### src/rtl/trap_monitor.sv
// trap_monitor: watches the commit stream for the exit (ebreak) instruction or a
// hang, drains for a fixed number of cycles, then halts with a verdict.
module trap_monitor #(
  parameter int NR_COMMIT  = 2,
  parameter int XLEN       = 64,
  parameter int TIMEOUT    = 5000,
  parameter int DRAIN_CYC  = 4,
  parameter bit SIM_FINISH = 1'b1   // end the simulation once halted
) (
  input  logic                    clock,
  input  logic                    reset,
  input  logic [NR_COMMIT-1:0]    commit_valid,
  input  logic [NR_COMMIT*XLEN-1:0] commit_pc,
  input  logic [NR_COMMIT*32-1:0] commit_inst,
  input  logic [NR_COMMIT-1:0]    commit_exit,
  input  logic [XLEN-1:0]         a0,
  output logic                    halted,
  output logic [1:0]              result,
  output logic [XLEN-1:0]         halt_pc,
  output logic [31:0]             halt_inst,
  output logic [XLEN-1:0]         exit_code,
  output logic [63:0]             commit_cnt,
  output logic [63:0]             cycle_cnt
);

  typedef enum logic [1:0] {
    RUN   = 2'd0,
    DRAIN = 2'd1,
    HALT  = 2'd2
  } state_t;

  localparam logic [31:0] IDLE_LIMIT = 32'(TIMEOUT - 1);
  localparam logic [31:0] DRAIN_LOAD = 32'(DRAIN_CYC);

  state_t            state, state_nxt;
  logic [31:0]       idle_cnt;
  logic [31:0]       drain_cnt;
  logic              exit_any;
  logic              any_valid;
  logic              timeout_hit;
  logic              drain_done;
  logic [XLEN-1:0]   exit_pc;
  logic [31:0]       exit_inst;
  logic [63:0]       pop;
  logic [64:0]       commit_sum;

  // Oldest exiting channel wins; only channels up to and including it are counted.
  always_comb begin
    exit_any  = 1'b0;
    exit_pc   = '0;
    exit_inst = '0;
    pop       = '0;
    for (int unsigned i = 0; i < NR_COMMIT; i++) begin
      pop = pop + 64'(commit_valid[i] & ~exit_any);
      if (!exit_any && commit_valid[i] && commit_exit[i]) begin
        exit_any  = 1'b1;
        exit_pc   = commit_pc[i*XLEN +: XLEN];
        exit_inst = commit_inst[i*32 +: 32];
      end
    end
  end

  assign any_valid   = |commit_valid;
  assign commit_sum  = {1'b0, commit_cnt} + {1'b0, pop};
  assign timeout_hit = (TIMEOUT != 0) && !any_valid && (idle_cnt == IDLE_LIMIT);
  assign drain_done  = (drain_cnt == '0) || (DRAIN_CYC == 0);
  assign halted      = (state == HALT);

  // Next-state selection; an exit always outranks the hang detector.
  always_comb begin
    state_nxt = state;
    unique case (state)
      RUN: begin
        if (exit_any)         state_nxt = DRAIN;
        else if (timeout_hit) state_nxt = HALT;
      end
      DRAIN: begin
        if (drain_done) state_nxt = HALT;
      end
      HALT:    state_nxt = HALT;
      default: state_nxt = RUN;
    endcase
  end

  // State register.
  always_ff @(posedge clock) begin
    if (reset) state <= RUN;
    else       state <= state_nxt;
  end

  // Counters, drain timer and exit snapshot.
  always_ff @(posedge clock) begin
    if (reset) begin
      result     <= 2'b00;
      halt_pc    <= '0;
      halt_inst  <= '0;
      exit_code  <= '0;
      commit_cnt <= '0;
      cycle_cnt  <= '0;
      idle_cnt   <= '0;
      drain_cnt  <= '0;
    end else begin
      unique case (state)
        RUN: begin
          cycle_cnt  <= (cycle_cnt == '1) ? cycle_cnt : cycle_cnt + 64'd1;
          commit_cnt <= commit_sum[64] ? '1 : commit_sum[63:0];
          idle_cnt   <= any_valid ? '0 : idle_cnt + 32'd1;
          if (exit_any) begin
            halt_pc   <= exit_pc;
            halt_inst <= exit_inst;
            exit_code <= a0;
            drain_cnt <= DRAIN_LOAD;
          end else if (timeout_hit) begin
            result <= 2'b11;
          end
        end
        DRAIN: begin
          cycle_cnt <= (cycle_cnt == '1) ? cycle_cnt : cycle_cnt + 64'd1;
          if (drain_done) result <= (exit_code == '0) ? 2'b01 : 2'b10;
          else            drain_cnt <= drain_cnt - 32'd1;
        end
        default: ;
      endcase
    end
  end

`ifndef SYNTHESIS
  // Announce the verdict once, on the edge that enters HALT.
  always_ff @(posedge clock) begin
    if (!reset && state != HALT && state_nxt == HALT) begin
      if (state == RUN)
        $display("hit timeout: pc=%0h inst=%0h commits=%0d", halt_pc, halt_inst, commit_cnt);
      else if (exit_code == '0)
        $display("hit good trap: pc=%0h inst=%0h commits=%0d", halt_pc, halt_inst, commit_cnt);
      else
        $display("hit bad trap: pc=%0h inst=%0h commits=%0d", halt_pc, halt_inst, commit_cnt);
      if (SIM_FINISH) $finish;
    end
  end
`endif

endmodule

### config.mk
export PLATFORM = sky130hd
export DESIGN_NAME = trap_monitor
export DESIGN_NICKNAME = d
export VERILOG_FILES = /design/src/rtl/trap_monitor.sv
export SDC_FILE = /design/constraint.sdc
export NUM_CORES = 1
export LEC_CHECK = 0
export CAP_MARGIN = 20
export CORE_AREA = 2 2 218 220
export CTS_BUF_LIST = sky130_fd_sc_hd__clkbuf_2 sky130_fd_sc_hd__clkbuf_4 sky130_fd_sc_hd__clkbuf_8
export DETAILED_ROUTE_END_ITERATION = 10
export DIE_AREA = 0 0 220 222
export GPL_TIMING_DRIVEN = 0
export PLACE_DENSITY_LB_ADDON = 0.08
export SETUP_SLACK_MARGIN = 0.4
export SLEW_MARGIN = 20
export SYNTH_ARGS = -nofsm -noshare
export SYNTH_HDL_FRONTEND = slang
export SYNTH_SLANG_ARGS = --single-unit
### constraint.sdc
create_clock -name clock -period 3.9 [get_ports clock]
set_input_delay 0.585 -clock clock [delete_from_list [all_inputs] [get_ports clock]]
set_output_delay 0.585 -clock clock [all_outputs]
set_load 0.03 [all_outputs]
After elaboration in Yosys (flattened, before gate mapping)
Cells that the tools add are included.

word-level totals
  register bits = 356
  bits in latches = 0
  RAM bits = 0
  ROM bits = 0
  bits of input ports = 262
  output and inout bits = 291
  memories kept = 0

operators by class
  add/sub/neg operators = 5
  multipliers = 0
  div/mod/pow operators = 0
  magnitude comparators = 0
  equality and inequality tests = 10
  shifts and indexed selects = 0
  multiplexer cells = 20
  bitwise operators = 3
  reduce and logical (&&, ||, !) cells = 17

operators by type and width
  operator                                                                  count
  64-bit two-way mux                                                        3
  32-bit two-way mux                                                        5
  64-bit by 64-bit adder with 65-bit output                                 1
  1-bit by 64-bit adder with 64-bit output                                  1
  64-bit by 1-bit adder with 64-bit output (second input constant)          1
  1-bit by 64-bit AND with 64-bit output                                    1
  64-bit equality test (second input constant)                              1
  64-bit logical NOT                                                        1
  1-bit inverter with 64-bit output                                         1
  32-bit one-hot mux with 2 select lines                                    1
  32-bit by 1-bit adder with 32-bit output (second input constant)          1
  32-bit by 13-bit equality test with 1-bit output (second input constant)  1
  32-bit logical NOT                                                        1
  32-bit by 1-bit subtractor with 32-bit output (second input constant)     1
  2-bit two-way mux                                                         7
  2-bit != test (second input constant)                                     5
  2-bit one-hot mux with 3 select lines                                     1
  2-bit AND reduction                                                       3
  1-bit logical AND                                                         4
  2-bit one-hot mux with 2 select lines                                     1
  4-bit AND reduction                                                       1
  2-bit OR reduction                                                        2
  3-bit != test (second input constant)                                     1
  3-bit AND reduction                                                       1
  other kinds (7)                                                           9

Logic depth before layout (Yosys ltp)
  depth after elaboration = 8
  depth in mapped cells = 14
  gate-level depth less buffers = 12

Least setup slack after synthesis
Ideal clock, no wire load.

  path kind = input port to flip-flop
  from = in commit_valid[0]
  to = reg commit_cnt[24]
  library setup time = 133 ps
  arrival time = 3287 ps
  setup slack = 480 ps
  stages = 13
  path buffers = 1
  path through = and2_1 > clkbuf_1 > nor2b_1 > ha_1 > ha_1 > inv_1 > fa_1 > nand3b_1 > nor4_1 > nor3b_1 > nor2b_1 > xnor2_1 > a21oi_1

on the way
  word-level cells in the longest chain between the ends = 7

ends and longest elaborated chain
  item                                         RTL line  source
  from (decl)                                  12        input logic [NR_COMMIT-1:0] commit_valid,
  1-bit logical AND                            55        if (!exit_any && commit_valid[i] && commit_exit[i]) begin
  1-bit two-way mux                            55
  1-bit inverter with 64-bit output            54        pop = pop + 64'(commit_valid[i] & ~exit_any);
  1-bit by 64-bit AND with 64-bit output       54
  1-bit by 64-bit adder with 64-bit output *   54
  64-bit by 64-bit adder with 65-bit output *  64        assign commit_sum = {1'b0, commit_cnt} + {1'b0, pop};
  64-bit two-way mux *                         106       commit_cnt <= commit_sum[64] ? '1 : commit_sum[63:0];
  to (signal assigned)                         106
  to (decl)                                    22        output logic [63:0] commit_cnt,

Mark *: on every way between the ends. The rest lies on a longest branch, timed or not.
A chain may end at the register's enable or synchronous reset.

Worst setup path after layout
Same ends and word-level chain as after synthesis.

==> results.tsv <==
metric	value	unit
worst-path fanout max	7	
final routed DRC violation total	0	
synthesized netlist cell count	1950	
drt wl/cell	21.6	um
row count	79	
data arrival time of the worst path	3770	ps
normalized max-slew margin	31.6	%
total number of vias	17400	
worst path setup slack after routing	612	ps
Antenna Diode Count	0	
crit path time final	3290	ps
synthesized netlist net count	2224	
Crit Reg-Reg Endpoint	cycle_cnt[27]	
outcome	finished, final reports clean	
relative area change from synthesis to final layout	48.5	%
number of primary I/O pins	553	
final hold viol count	0	
pin count of the biggest net entering global routing	11	
Chip Width	220	um
maximum frequency from static timing analysis	304	MHz
Peak VDD IR	0.392	mV
number of clock sinks	356	
actual transition at the worst max-transition pin	1020	ps
synthesized cell area	0.0160	sq mm
vias in the first global route	16600	
CTS tree	yes	
number of CTS-inserted buffers	68	
number of enable flip-flop cells after synthesis	0	
leak pwr	8.08	nW
part of the Yosys area used for sequential elements	44.4	%
Total Power Consumption	0.0135	W
via density per instance	5.39	
initial standard-cell utilization of the core	34.7	%
cell chain of the critical path	clkdlybuf4s15_1, and2_1, buf_4, nor2b_1, ha_1, ha_1, inv_1, fa_1, nand3b_1, buf_4, nor4_4, nor3b_4, nor2b_1, xnor2_1, a21oi_1	
portion of total power attributed to combinational logic	38.0	%
minimum setup slack among reg-to-reg paths	840	ps
fraction of power spent switching nets	38.5	%
Unique masters post-synth	53	
endpoint of the worst hold-timing path	exit_code[4]	
dominant register cell in the synthesized netlist	dfxtp_1	
met3 Track Usage GR	6.52	%
Final Wtd Congestion	0.933	
HPWL after DPL	54300	um
Critical R2R Launch	cycle_cnt[1]	
post-route fraction of the period consumed by the critical path	84.3	%
startpoint of the lowest-slack hold path	exit_code[4]	
Max Cap Viol	0	
WL final	69800	um
max-slew violation count	0	
Levels on crit path	15	
maximum single-stage delay on the critical path	390	ps
Setup Skew	19.5	ps
Initial DRC Count	1242	
buffers from clock root to sink, at most	3	
number of endpoints failing setup at the final stage	0	
number of cells traversed by the worst register-to-register path	10	
number of antenna violations at the first check in global routing	0	
clock tree root buffer cell	clkbuf_8	
capturing element type of the critical path	register	
full die area	0.0488	sq mm
post-placement worst setup slack	-1320	ps
relative contribution of the clock network to total power	27.4	%
Net count, final	2857	
mean instance size in the synthesized netlist	8.23	sq um
standard cell with the maximum stage delay on the critical path	fa_1	
Top Usage Layer GRT	met2	
Fill cells	4456	
Port Buffers	551	
crit start category	input port	
cell class contributing the biggest share of worst-path delay	simple AND/OR/NAND/NOR gates	
count of antenna-violating nets left after detailed routing	0	
power per unit of standard cell area	567	mW/mm^2
count of buffering cells on the critical path with inverters included	4	
warning count from the yosys run	0	
TritonRoute pass-1 iters	5	
latest clock arrival within the worst-skew pair	610	ps
WS Path Type	input port to register	
clock transition at the registers of the reported paths	60	ps
Sequential Power Share	34.5	%
H-tree depth	3	
required time at the worst-slack endpoint	4380	ps
net load switching power	0.00520	W
sum of negative setup slack	0	ps
total global-route track usage	27.7	%
proportion of layout cells with a drive suffix above 1	6.78	%
setup repair after global routing missed its margin	false	
fraction of met1 tracks used by global routing	34.6	%
internal power	0.00831	W
die span in y	222	um
global-route congestion overflow total	0	
first-pass GRT wire length	103000	um
worst hold path stage count	2	
met2 Usage GRT	46.5	%
Core ar.	0.0463	sq mm
class of the tightest hold or removal check	register to register	
share of flip-flops with an asynchronous set or reset	0	%
number of register bits inferred by synthesis	356	
[how the worst max path moves through the flow]
| stage | start | to |
|---|---|---|
| after floorplan | commit_valid[0] | commit_cnt[24] |
| after global placement | commit_valid[0] | commit_cnt[24] |
| after detailed placement | commit_valid[0] | commit_cnt[24] |
| after CTS | commit_exit[0] | commit_cnt[51] |
| after global routing | commit_valid[0] | commit_cnt[41] |
| final | commit_valid[0] | commit_cnt[24] |
[metal layers]
layer	part of all wire, %	vias to the layer above	wire length (um)
li1	-	8392	-
met1	41	8298	28700
met2	49	623	34100
met3	6.9	120	4780
met4	3.1	0	2180
met5	0	-	0
[cells by family after synthesis]
kind of cell             count (synthesis)  share of synthesized area, %
adder cells (fa/ha/maj)                 12                         0.983
XOR/XNOR                               106                          5.79
AO/OA/AOI/OAI                          368                          14.4
flip-flops                             356                          44.4
AND/OR/NAND/NOR                        942                          29.6
multiplexers                            17                          1.17
buffers and inverters                  149                          3.56
[layout by cell type, fill, tap and decap left out, types with 4 or more instances in the layout]
| cell type | synthesis | final |
|---|---|---|
| or2_2 | 4 | 4 |
| xor2_1 | 43 | 43 |
| nor3b_1 | 5 | 4 |
| nor2_1 | 219 | 218 |
| nor4b_1 | 5 | 5 |
| and2_1 | 12 | 11 |
| and4_1 | 22 | 21 |
| xnor2_1 | 63 | 63 |
| clkbuf_1 | 118 | 112 |
| a211oi_1 | 5 | 5 |
| and3_1 | 26 | 26 |
| a221oi_1 | 96 | 96 |
| buf_1 | 4 | 4 |
| o21ai_0 | 46 | 46 |
| clkbuf_8 | 0 | 82 |
| ha_1 | 11 | 11 |
| buf_4 | 1 | 15 |
| buf_2 | 6 | 7 |
| nor4_4 | 3 | 4 |
| nor4_1 | 55 | 52 |
| o31ai_1 | 16 | 16 |
| inv_1 | 19 | 19 |
| nand3b_1 | 4 | 4 |
| or4_1 | 21 | 21 |
| nor4_2 | 3 | 5 |
| nand2_1 | 210 | 210 |
| a21oi_1 | 186 | 186 |
| nor2b_1 | 18 | 18 |
| mux2_2 | 14 | 14 |
| nand2b_1 | 4 | 4 |
| dfxtp_1 | 356 | 356 |
| clkbuf_4 | 0 | 24 |
| nor3_1 | 138 | 136 |
| nand3_1 | 65 | 65 |
| or3_1 | 48 | 48 |
| nand4_1 | 76 | 76 |
| clkinv_2 | 0 | 7 |
| clkdlybuf4s50_1 | 0 | 549 |
[sequential cells by signal, indices dropped and copies added, names as in the netlist]
signal	cells
exit_code	64
state	2
drain_cnt	32
idle_cnt	32
result	2
halt_pc	64
halt_inst	32
cycle_cnt	64
commit_cnt	64
[cells in the mapped netlist, types with 21 or more instances]
cell type  count  share of area, %
dfxtp_1      356                44
nor2_1       219               5.1
nand2_1      210               4.9
a21oi_1      186               5.8
nor3_1       138               4.3
clkbuf_1     118               2.8
a221oi_1      96               5.2
nand4_1       76               3.0
nand3_1       65               2.0
xnor2_1       63               3.4
nor4_1        55               2.1
or3_1         48               1.9
o21ai_0       46               1.4
xor2_1        43               2.3
and3_1        26               1.0
and4_1        22               1.2
or4_1         21              0.98
[power groups by stage]
stage	logic, W	clock network, W	registers, W
detailed placement	0.00513	0	0.00473
CTS	0.00515	0.00379	0.00466
floorplan	0.00237	0	0.00541
finish	0.00514	0.00371	0.00466
global placement	0.00508	0	0.00470
global route	0.00554	0.00395	0.00474
[cell type report]
type	count	area, sq um	area share, %
multi-input cells	1446	8400	35.3
clock inverters	9	51.3	0.215
repair buffers	562	5600	23.5
inverters	20	75.1	0.315
flip-flops and latches	356	7130	29.9
well taps	607	759	3.19
plain buffers	129	515	2.16
clock buffers	104	1290	5.43
[worst min-delay path: stages, from the launching register on]
cell and delay, ps:
dfxtp_1 320, nand2_1 60, a21oi_1 50
[what timing repair did]
item / 4_1_cts / 5_1_grt
hold buffers: 0 / 0
gates resized for setup: 18 / 11
setup buffers: 4 / 6
pin swaps: 0 / 1
setup endpoints to repair: 62 / 62
cloned: 0 / 1
[per-stage QoR]
step / area, sq um / std cells / utilization [%] / hold slack (ps)
final: 23800 / 3233 / 51.5 / 476
after global routing: 23800 / 3233 / 51.5 / 487
after floorplan: 16000 / 1950 / - / 458
after detailed placement: 22300 / 3109 / 48.3 / 464
after global placement: 22300 / 3108 / 48.2 / 454
after CTS: 23800 / 3226 / 51.4 / 455
(Power assumes the default switching activity.)
